### src/rtl/acl_pkg.sv
// Shared constants, configuration burst contents and FSM state encoding for the ADXL362 poll sequencer.
// Define ACL_FILTER_CFG_EN to prepend a FILTER_CTL write to the configuration burst.
package acl_pkg;

  localparam logic [7:0] CMD_WRITE      = 8'h0A;
  localparam logic [7:0] CMD_READ       = 8'h0B;
  localparam logic [7:0] REG_XDATA_L    = 8'h0E;
  localparam logic [7:0] REG_FILTER_CTL = 8'h2C;
  localparam logic [7:0] REG_POWER_CTL  = 8'h2D;
  localparam logic [7:0] FILTER_CTL_VAL = 8'h13;
  localparam logic [7:0] POWER_CTL_MEAS = 8'h02;

`ifdef ACL_FILTER_CFG_EN
  localparam int CFG_LEN = 4;
`else
  localparam int CFG_LEN = 3;
`endif
  localparam int RD_LEN = 4;

  typedef enum logic [2:0] {
    WAIT_PWR,
    CFG_SETUP,
    CFG_BYTE,
    CFG_HOLD,
    IDLE,
    RD_SETUP,
    RD_BYTE,
    RD_HOLD
  } state_t;

  function automatic logic [7:0] cfg_byte(input logic [1:0] idx);
    logic [7:0] b;
`ifdef ACL_FILTER_CFG_EN
    // FILTER_CTL and POWER_CTL are adjacent, so one auto-increment write covers both.
    case (idx)
      2'd0:    b = CMD_WRITE;
      2'd1:    b = REG_FILTER_CTL;
      2'd2:    b = FILTER_CTL_VAL;
      default: b = POWER_CTL_MEAS;
    endcase
`else
    case (idx)
      2'd0:    b = CMD_WRITE;
      2'd1:    b = REG_POWER_CTL;
      default: b = POWER_CTL_MEAS;
    endcase
`endif
    return b;
  endfunction

  function automatic logic [7:0] rd_byte(input logic [1:0] idx);
    logic [7:0] b;
    case (idx)
      2'd0:    b = CMD_READ;
      2'd1:    b = REG_XDATA_L;
      default: b = 8'h00;
    endcase
    return b;
  endfunction

endpackage

### src/rtl/acl_tilt_map.sv
// Maps a 12-bit signed X sample to a saturated 4-bit tilt intensity and left/right flags.
module acl_tilt_map #(
  parameter int DEADZONE = 1
) (
  input  logic [11:0] i_x,
  output logic [3:0]  o_intensity,
  output logic        o_left,
  output logic        o_right
);

  function automatic logic [11:0] abs12(input logic signed [11:0] v);
    // -2048 negates to bit pattern 0x800, which read unsigned is the correct 2048.
    return v[11] ? 12'(-v) : 12'(v);
  endfunction

  function automatic logic [3:0] sat4(input logic [5:0] v);
    return (v > 6'd15) ? 4'hF : v[3:0];
  endfunction

  logic signed [11:0] w_xs;
  logic        [11:0] w_mag;
  logic        [3:0]  w_int;

  assign w_xs        = i_x;
  assign w_mag       = abs12(w_xs);
  assign w_int       = sat4(w_mag[11:6]);
  assign o_intensity = w_int;
  assign o_left      = !w_xs[11] && (w_int > 4'(DEADZONE));
  assign o_right     =  w_xs[11] && (w_int > 4'(DEADZONE));

endmodule

### src/rtl/acl_poll_sequencer.sv
// ADXL362 SPI transaction sequencer: one configuration burst, then periodic X-axis reads.
// Build option ACL_FILTER_CFG_EN selects the longer configuration burst (see acl_pkg).
module acl_poll_sequencer
  import acl_pkg::*;
#(
  parameter int STARTUP_CYCLES = 24000,
  parameter int POLL_DIV       = 40000,
  parameter int CS_GAP         = 4,
  parameter int BYTE_TIMEOUT   = 64,
  parameter int DEADZONE       = 1
) (
  input  logic        Clk,
  input  logic        Reset_n,
  output logic        byte_start,
  output logic [7:0]  byte_tx,
  input  logic        byte_done,
  input  logic [7:0]  byte_rx,
  output logic        cs_n,
  output logic        cfg_done,
  output logic [11:0] acl_x,
  output logic        sample_valid,
  output logic        tilt_left,
  output logic        tilt_right,
  output logic [3:0]  tilt_intensity,
  output logic        fault
);

  localparam int GAP_MAX = (STARTUP_CYCLES > CS_GAP) ? STARTUP_CYCLES : CS_GAP;
  localparam int CNT_W   = $clog2(GAP_MAX + 1);
  localparam int POLL_W  = $clog2(POLL_DIV + 1);
  localparam int TMO_W   = $clog2(BYTE_TIMEOUT + 1);

  state_t              r_state, w_next;
  logic [CNT_W-1:0]    r_cnt;
  logic [POLL_W-1:0]   r_poll;
  logic [TMO_W-1:0]    r_tmo;
  logic [1:0]          r_idx, w_idx_n;
  logic                r_wait, r_recover;
  logic [7:0]          r_xl_p0;
  logic                r_byte_start, r_cs_n, r_cfg_done, r_fault;
  logic [7:0]          r_byte_tx, w_tx;
  logic [11:0]         r_acl_x_p1;
  logic                r_vld_p1, r_left_p1, r_right_p1;
  logic [3:0]          r_int_p1;

  logic                w_issue, w_done_ok, w_expired, w_tmo, w_cfg_set;
  logic                w_xl_cap, w_sample, w_gap_end;
  logic [11:0]         w_x_p0;
  logic [3:0]          w_int_p0;
  logic                w_left_p0, w_right_p0;

  assign w_done_ok = r_wait && byte_done;
  assign w_expired = r_wait && !byte_done && (r_tmo == TMO_W'(BYTE_TIMEOUT));
  assign w_gap_end = (r_cnt == CNT_W'(CS_GAP - 1));
  assign w_x_p0    = {byte_rx[3:0], r_xl_p0};

  acl_tilt_map #(
    .DEADZONE (DEADZONE)
  ) u_tilt (
    .i_x         (w_x_p0),
    .o_intensity (w_int_p0),
    .o_left      (w_left_p0),
    .o_right     (w_right_p0)
  );

  always_comb begin
    w_next    = r_state;
    w_issue   = 1'b0;
    w_idx_n   = r_idx + 2'd1;
    w_tmo     = 1'b0;
    w_cfg_set = 1'b0;
    w_xl_cap  = 1'b0;
    w_sample  = 1'b0;
    case (r_state)
      WAIT_PWR: if (r_cnt == CNT_W'(STARTUP_CYCLES - 1)) w_next = CFG_SETUP;
      CFG_SETUP: if (w_gap_end) begin
        w_next  = CFG_BYTE;
        w_issue = 1'b1;
        w_idx_n = 2'd0;
      end
      CFG_BYTE: begin
        if (w_done_ok) begin
          if (r_idx == 2'(CFG_LEN - 1)) w_next = CFG_HOLD;
          else                          w_issue = 1'b1;
        end else if (w_expired) begin
          w_tmo  = 1'b1;
          w_next = CFG_HOLD;
        end
      end
      CFG_HOLD: if (w_gap_end) begin
        // A hold entered through a timeout replays the burst instead of resuming polling.
        if (r_recover) begin
          w_next = CFG_SETUP;
        end else begin
          w_next    = IDLE;
          w_cfg_set = 1'b1;
        end
      end
      IDLE: if (r_poll == POLL_W'(POLL_DIV - 1)) w_next = RD_SETUP;
      RD_SETUP: if (w_gap_end) begin
        w_next  = RD_BYTE;
        w_issue = 1'b1;
        w_idx_n = 2'd0;
      end
      RD_BYTE: begin
        if (w_done_ok) begin
          if (r_idx == 2'(RD_LEN - 1)) begin
            w_next   = RD_HOLD;
            w_sample = 1'b1;
          end else begin
            w_issue  = 1'b1;
            w_xl_cap = (r_idx == 2'd2);
          end
        end else if (w_expired) begin
          w_tmo  = 1'b1;
          w_next = CFG_HOLD;
        end
      end
      RD_HOLD: if (w_gap_end) w_next = IDLE;
      default: w_next = WAIT_PWR;
    endcase
    w_tx = (r_state == CFG_SETUP || r_state == CFG_BYTE) ? cfg_byte(w_idx_n) : rd_byte(w_idx_n);
  end

  always_ff @(posedge Clk or negedge Reset_n) begin
    if (!Reset_n) begin
      r_state      <= WAIT_PWR;
      r_cnt        <= '0;
      r_poll       <= '0;
      r_tmo        <= '0;
      r_idx        <= '0;
      r_wait       <= 1'b0;
      r_recover    <= 1'b0;
      r_xl_p0      <= '0;
      r_byte_start <= 1'b0;
      r_byte_tx    <= '0;
      r_cs_n       <= 1'b1;
      r_cfg_done   <= 1'b0;
      r_fault      <= 1'b0;
      r_acl_x_p1   <= '0;
      r_int_p1     <= '0;
      r_left_p1    <= 1'b0;
      r_right_p1   <= 1'b0;
      r_vld_p1     <= 1'b0;
    end else begin
      r_state      <= w_next;
      r_cnt        <= (w_next != r_state) ? '0 : r_cnt + 1'b1;
      r_cs_n       <= !(w_next inside {CFG_SETUP, CFG_BYTE, RD_SETUP, RD_BYTE});
      r_byte_start <= w_issue;
      if (w_issue) begin
        r_wait    <= 1'b1;
        r_tmo     <= '0;
        r_idx     <= w_idx_n;
        r_byte_tx <= w_tx;
      end else if (w_done_ok || w_tmo) begin
        r_wait <= 1'b0;
      end else if (r_wait) begin
        r_tmo <= r_tmo + 1'b1;
      end
      if (w_tmo) begin
        r_fault   <= 1'b1;
        r_recover <= 1'b1;
      end else if (r_state == CFG_HOLD && w_next == CFG_SETUP) begin
        r_recover <= 1'b0;
      end
      if (w_cfg_set) r_cfg_done <= 1'b1;
      // Poll period includes transaction time, so the counter keeps running outside IDLE.
      if (r_state == CFG_HOLD || (r_state == IDLE && w_next == RD_SETUP))
        r_poll <= '0;
      else if (r_cfg_done && r_poll != POLL_W'(POLL_DIV - 1))
        r_poll <= r_poll + 1'b1;
      if (w_xl_cap) r_xl_p0 <= byte_rx;
      // ---- p0 -> p1: sample outputs register together on the 4th byte_done ----
      r_vld_p1 <= w_sample;
      if (w_sample) begin
        r_acl_x_p1 <= w_x_p0;
        r_int_p1   <= w_int_p0;
        r_left_p1  <= w_left_p0;
        r_right_p1 <= w_right_p0;
      end
    end
  end

  assign byte_start     = r_byte_start;
  assign byte_tx        = r_byte_tx;
  assign cs_n           = r_cs_n;
  assign cfg_done       = r_cfg_done;
  assign fault          = r_fault;
  assign acl_x          = r_acl_x_p1;
  assign sample_valid   = r_vld_p1;
  assign tilt_left      = r_left_p1;
  assign tilt_right     = r_right_p1;
  assign tilt_intensity = r_int_p1;

endmodule

### config.mk
export PLATFORM = sky130hd
export DESIGN_NAME = acl_poll_sequencer
export DESIGN_NICKNAME = d
export VERILOG_FILES = /design/src/rtl/acl_pkg.sv /design/src/rtl/acl_tilt_map.sv /design/src/rtl/acl_poll_sequencer.sv
export SDC_FILE = /design/constraint.sdc
export NUM_CORES = 1
export LEC_CHECK = 0
export CORE_ASPECT_RATIO = 0.7
export CORE_MARGIN = 1
export CORE_UTILIZATION = 25
export CTS_BUF_LIST = sky130_fd_sc_hd__clkbuf_4 sky130_fd_sc_hd__clkbuf_8 sky130_fd_sc_hd__clkbuf_16
export DETAILED_ROUTE_END_ITERATION = 12
export SYNTH_ARGS = -nofsm -noshare
export SYNTH_HDL_FRONTEND = slang
export SYNTH_SLANG_ARGS = --single-unit
export TNS_END_PERCENT = 1
### constraint.sdc
create_clock -name Clk -period 5.9 [get_ports Clk]
set_input_delay 1.475 -clock Clk [delete_from_list [all_inputs] [get_ports Clk]]
set_output_delay 1.475 -clock Clk [all_outputs]
set_load 0.03 [all_outputs]
==> metrics, run 1 <==
DRC viols 0; register clock-pin slew on the reported worst setup and hold paths approximately 0.06 ns; TritonCTS Buffers 9; crit path time final around 3.7 ns; period utilization 0.631; Syn Inst Count roughly 430; Die Wd around 160 um; MaxCap Viol Count 0; Syn Area/Cell approximately 9.9 um2; critical path fanouts, max 16; initial antenna violation count 0; R2R Setup Slk 2.83 ns; Clock power frac 0.499; cell taking the most area after synthesis dfrtp_1; Sink Count just over 80; TNS Setup 0 ns; worst skew pair latency roughly 0.34 ns; Synth-to-Final Area Change 21.3%; core area 16,500 um2; initial DRC count roughly 290; max-slew violation count 0; port bufs 38; Seq/Total Area, Yosys 0.477; vias between 3,000 and 4,000; post-synth top area share 0.471; H-tree Lvls 3; Net count, final 487; Routability Congestion around 0.95; Power Dens Cells around 220 nW/um2; type of the most critical hold path register to register; WS Path Type primary input to register; Fmax around 270 MHz; CTS max path bufs 2; Cell Area, Synth 4250 um2; CTS root buf clkbuf_16; most area-consuming cells after synthesis dfrtp_1, nand2_1, xor2_1; CTS-repair resized insts 0; Distinct cells, synth 64; Crit path arrival time 3.91 ns; drt first pass iters 4; global-route wire length before repair 16,400 um; vias in the first global route roughly 3,300; Die ar. 17,500 um2; worst relative slew slack 0.300; share of layout cells above drive strength 1 0.119; Reg power frac 0.480; antenna-violating nets left 0; Worst setup SP type primary input; total track usage 0.117; Gate power share 0.021; Detailed Route WL approximately 9400 um; most numerous cell in the Yosys netlist dfrtp_1; FFs w/ async S/R, synth 1.00; Worst VDD drop between 0.0001 and 0.00015 V; Yosys reg bits 81; clk_skew between 0.01 and 0.015 ns; Leak between 2 and 2.5 nW; Pint 897 uW; ant diodes 0; Yosys Warn Count 0; IO Pins 42; total power around 1.2 mW; switching share of total power 0.224; Main synth FF type dfrtp_1; Initial Utilization 0.258; status finished clean; die height between 100 and 150 um; Synth top cells by count dfrtp_1, nand2_1, nor2_1; total gr overflow 0; vias per inst 4.64; Post-synth EDFFs 0; CTS tree yes; Rows 39; Post-CTS Setup Inserts 0; Fin. Hold Viols 0; hold buffers post-CTS 0; multi-input logic area 2090 um2; Post-DP HPWL roughly 6700 um; largest net degree at the start of global routing 82; Setup violations, final 0; WL/cell 13.5 um; RSZ-0062 raised after global routing false; flip-flop and latch area 2030 um2; Req. time, crit path approximately 6.1 ns; CP Capture Type register; actual slew at the worst max-slew pin roughly 1.1 ns; fill count 1,727; sw power 259 uW
## cell families (layout without fill, tap and decap cells)
logic type / Yosys count / count (layout) / share of synthesized area
compound gates: 47 / 47 / 0.0786
simple gates: 209 / 209 / 0.270
fa+ha+maj: 11 / 11 / 0.0324
flops: 81 / 81 / 0.477
xor+xnor: 37 / 37 / 0.0762
mux: 12 / 12 / 0.0321
other cells: 1 / 3 / 0.000882
buf+inv: 30 / 70 / 0.0327
## worst max-delay path, stage by stage
cell and delay (ns):
clkdlybuf4s50_1 0.46, nor4bb_1 0.47, a21oi_1 0.12, o21ai_0 0.46, o21ai_0 0.21, a21oi_2 0.59, nor3_1 0.12
## registers in the layout, summed over array words and instances, names as in the netlist, 2 cells and up
signal          flops
acl_x              12
r_state             3
r_cnt              15
r_tmo               7
r_idx               2
r_xl_p0             8
r_poll             16
byte_tx             5
tilt_intensity      4
## per-stage QoR
| step | cell area [um2] | worst slack (ns) | std cells | util | hold slack, ns |
|---|---|---|---|---|---|
| after floorplan | 4260 | 2.76 | 430 | - | 0.457 |
| after global placement | 4850 | 1.93 | 679 | 0.294 | 0.462 |
| after detailed placement | 4850 | 1.86 | 679 | 0.294 | 0.471 |
| after CTS | 5160 | 2.20 | 695 | 0.313 | 0.486 |
| after global routing | 5160 | 1.96 | 695 | 0.313 | 0.499 |
| final | 5160 | 2.18 | 695 | 0.313 | 0.481 |
## metal layers
layer | GRT usage | wire length [um] | part of all wire | vias up
li1 | - | - | - | 1577
met1 | 0.169 | 4700 | 0.50 | 1570
met2 | 0.168 | 4080 | 0.43 | 69
met3 | 0.0364 | 499 | 0.053 | 12
met4 | 0.0272 | 102 | 0.011 | 0
met5 | 0 | 0 | 0 | -
## placed cells by master (no fill, tap or decap), types with 2 or more instances in the layout
cell type        count
nand2_1             63
or2_2                4
nor2_1              30
dfrtp_1             80
and3_1               7
mux2_2               9
nand2b_1             5
nor4_1               3
or3_1                2
nor3_2              11
clkbuf_16            9
ha_1                11
o211ai_1             2
a21oi_1             11
o21ai_0             10
xnor2_1             18
or4_1                4
inv_1               13
nor3_1              27
xor2_1              19
buf_4                3
conb_1               3
nor2b_1              3
nand3_1             16
clkinv_4             2
o22a_1               2
mux2i_1              2
nor4b_1              2
a21o_1               2
clkdlybuf4s50_1     37
inv_6                2
a31oi_1              2
nand4_1             14
and2_1               6
o31ai_1              3
nor4bb_1             2
## path summary, 6_finish.rpt
path | start | cells past startpoint | to
setup reg to reg | r_state[1] | 8 | r_poll[12]
min in group asynchronous | Reset_n | 1 | r_tmo[0]
setup / recovery | byte_done | 7 | r_poll[12]
max in group asynchronous | Reset_n | 1 | r_poll[11]
hold / removal | acl_x[0] | 2 | acl_x[0]
hold reg to reg | acl_x[0] | 2 | acl_x[0]
## final cells by class
type | count | share of cell area
clock buffers | 9 | 0.0437
multi-input cells | 319 | 0.406
inverters | 14 | 0.0102
clock inverters | 7 | 0.0163
well taps | 225 | 0.0546
repair buffers | 40 | 0.0762
flip-flops and latches | 81 | 0.393
## power groups by stage
stage	Sequential (mW)	Combinational [mW]	Clock [mW]
after floorplan	0.566	0.00631	0
after global placement	0.566	0.0245	0
after detailed placement	0.566	0.0254	0
after CTS	0.555	0.0254	0.595
after global routing	0.555	0.0279	0.622
final	0.555	0.0243	0.577
Note: power is estimated with default switching activity, not from simulation.
==> run 2: changes to the inputs <==
==> constraint.sdc (replaced) <==
create_clock -name Clk -period 3.9 [get_ports Clk]
set_input_delay 0.975 -clock Clk [delete_from_list [all_inputs] [get_ports Clk]]
set_output_delay 0.975 -clock Clk [all_outputs]
set_load 0.03 [all_outputs]
==> metrics, run 2 (synthesized netlist as in run 1, its figures left out) <==
max FFs per register 16 (unchanged); total gr overflow 0 (unchanged); R2R Setup Slk 1.02 ns (-1.81 ns); crit path buf inv count 1 (unchanged); status finished clean; Most flops, register r_poll; Net count, final 490 (+0.62%); WL/cell 13.4 um (-0.42%); Leak 2.27 nW (+0.99%); register clock-pin slew on the reported worst setup and hold paths 0.06 ns (about the same); Critical Path, Cell by Cell clkdlybuf4s50_1 -> nor4bb_1 -> a21oi_1 -> o21ai_0 -> a221oi_4 -> nor2_4 -> nor3_1; vias in the first global route 3,245 (-1.1%); port bufs 38 (unchanged); Synth-to-Final Area Change 21.9%; TritonCTS Buffers 9 (unchanged); Post-DP HPWL 6800 um (+1.1%); fill count 1,728 (+0.058%); antenna-violating nets left 0 (unchanged); r2r worst-path depth 8 (unchanged); switching share of total power 0.220 (-0.00452); commonest non-fill, non-tap cell in the layout dfrtp_1; RSZ-0062 raised after global routing false; Clock power frac 0.502 (+0.003); Worst setup SP type primary input; type of the most critical hold path register to register; initial antenna violation count 0 (unchanged); Req. time, crit path 4.07 ns (-2.01 ns); r2r startpoint r_state[1]; CTS-repair resized insts 0 (unchanged); clk_skew 0.00943 ns (-0.000882 ns); ant diodes 0 (unchanged); WS Path Type primary input to register; Routability Congestion 0.882 (-7.3%); hold buffers post-CTS 0 (unchanged); Sink Count 81 (unchanged); multi-input logic area 2090 um2 (unchanged); sw power 387 uW (+49%); Worst Hold End acl_x[0]; worst relative slew slack 0.389 (+0.0893); largest net degree at the start of global routing 51 (-38%); Power Dens Cells 340 nW/um2 (+52%); CTS tree yes; global-route wire length before repair 16,300 um (-0.80%); Fmax 333 MHz; Detailed Route WL 9390 um (about the same); share of layout cells above drive strength 1 0.125 (+0.00559); vias 3,201 (-0.84%); worst skew pair latency 0.34 ns (about the same); TNS Setup 0 ns (unchanged); Max stage delay cell, worst path o21ai_0; Die ar. 17,500 um2 (unchanged); CTS max path bufs 2 (unchanged); Crit path arrival time 3.17 ns (-0.74 ns); Die Wd 158 um (unchanged); max incr delay on CP 0.54 ns (-0.05 ns); Largest delay share family, worst path simple AND/OR/NAND/NOR gates; IO Pins 42 (unchanged); CTS root buf clkbuf_16; Pint 1.38 mW (+53%); initial DRC count 225 (-23%); Post-CTS Setup Inserts 0 (unchanged); Fin. Hold Viols 0 (unchanged); CP Capture Type register; Rows 39 (unchanged); Worst VDD drop 0.000201 V (+58%); Setup violations, final 0 (unchanged); MaxCap Viol Count 0 (unchanged); Hold Startpoint acl_x[0]; crit path time final approximately 3.0 ns; Reg power frac 0.477 (-0.003); die height 111 um (unchanged); total track usage 0.117 (-0.000484); reg2reg end r_cnt[14]; drt first pass iters 4 (unchanged); Hold Path Cell Cnt 2 (unchanged); DRC viols 0 (unchanged); actual slew at the worst max-slew pin 0.914 ns (-0.137 ns); period utilization 0.770; core area 16,500 um2 (unchanged); most frequent cells in the layout dfrtp_1, nand2_1, clkdlybuf4s50_1; Initial Utilization 0.258 (unchanged); post-layout util 0.314 (+0.00152); Gate power share 0.022 (about the same); critical path fanouts, max 12 (-4); H-tree Lvls 3 (unchanged); flip-flop and latch area 2030 um2 (unchanged); vias per inst 4.59 (-1.3%); max-slew violation count 0 (unchanged)
run 2: cell count changes in the layout (fill, tap and decap cells not counted):
cell        previous run  this run
buf_4                  3         6
inv_6                  2         3
clkinvlp_4             1         0
clkinv_2               0         1
clkbuf_8               0         1
clkinv_4               2         0
run 2: through the flow:
stage / area (um2) / setup WS, ns / hold slack (ns) / total power, mW / instances
finish: 5180 / 0.898 / 0.476 / 1.76 / 698
global route: 5180 / 0.679 / 0.497 / 1.83 / 698
CTS: 5180 / 0.896 / 0.479 / 1.79 / 698
detailed placement: 4870 / 0.559 / 0.464 / 0.895 / 682
global placement: 4870 / 0.589 / 0.460 / 0.895 / 682
floorplan: 4260 / 1.26 / 0.457 / 0.866 / 430
run 2: worst min-delay path, cell delays in order, from the launching register on:
cell and delay (ns):
dfrtp_1 0.34, nand2_1 0.05, nand2_1 0.05
run 2: power groups by stage:
stage / registers (mW) / clock network [mW] / logic (mW)
2_1_floorplan: 0.856 / 0 / 0.00954
3_5_place_dp: 0.856 / 0 / 0.0394
5_1_grt: 0.839 / 0.943 / 0.0435
6_report: 0.840 / 0.885 / 0.0380
4_1_cts: 0.840 / 0.910 / 0.0395
3_3_place_gp: 0.856 / 0 / 0.0389
run 2: how the worst max path moves through the flow:
stage | from | end | slack, ns | depth (start not counted)
global placement | byte_done | r_cnt[2] | 0.59 | 7
global route | byte_done | r_cnt[2] | 0.68 | 7
floorplan | byte_done | r_poll[10] | 1.26 | 7
CTS | byte_done | r_cnt[14] | 0.90 | 7
finish | byte_done | r_cnt[14] | 0.90 | 7
detailed placement | byte_done | r_cnt[3] | 0.56 | 7
run 2: final cells by class:
cell class / count / area share
multi-input combinational: 319 / 0.404
clock inverter: 6 / 0.0140
timing repair buffer: 43 / 0.0802
sequential: 81 / 0.391
inverter: 14 / 0.0101
clock buffer: 10 / 0.0461
tap: 225 / 0.0543
run 2: layer usage:
metal,vias up,GRT usage,part of all wire
met3,4,0.0364,0.051
met4,0,0.0291,0.0038
li1,1576,-,-
met5,-,0,0
met2,57,0.166,0.43
met1,1564,0.169,0.52
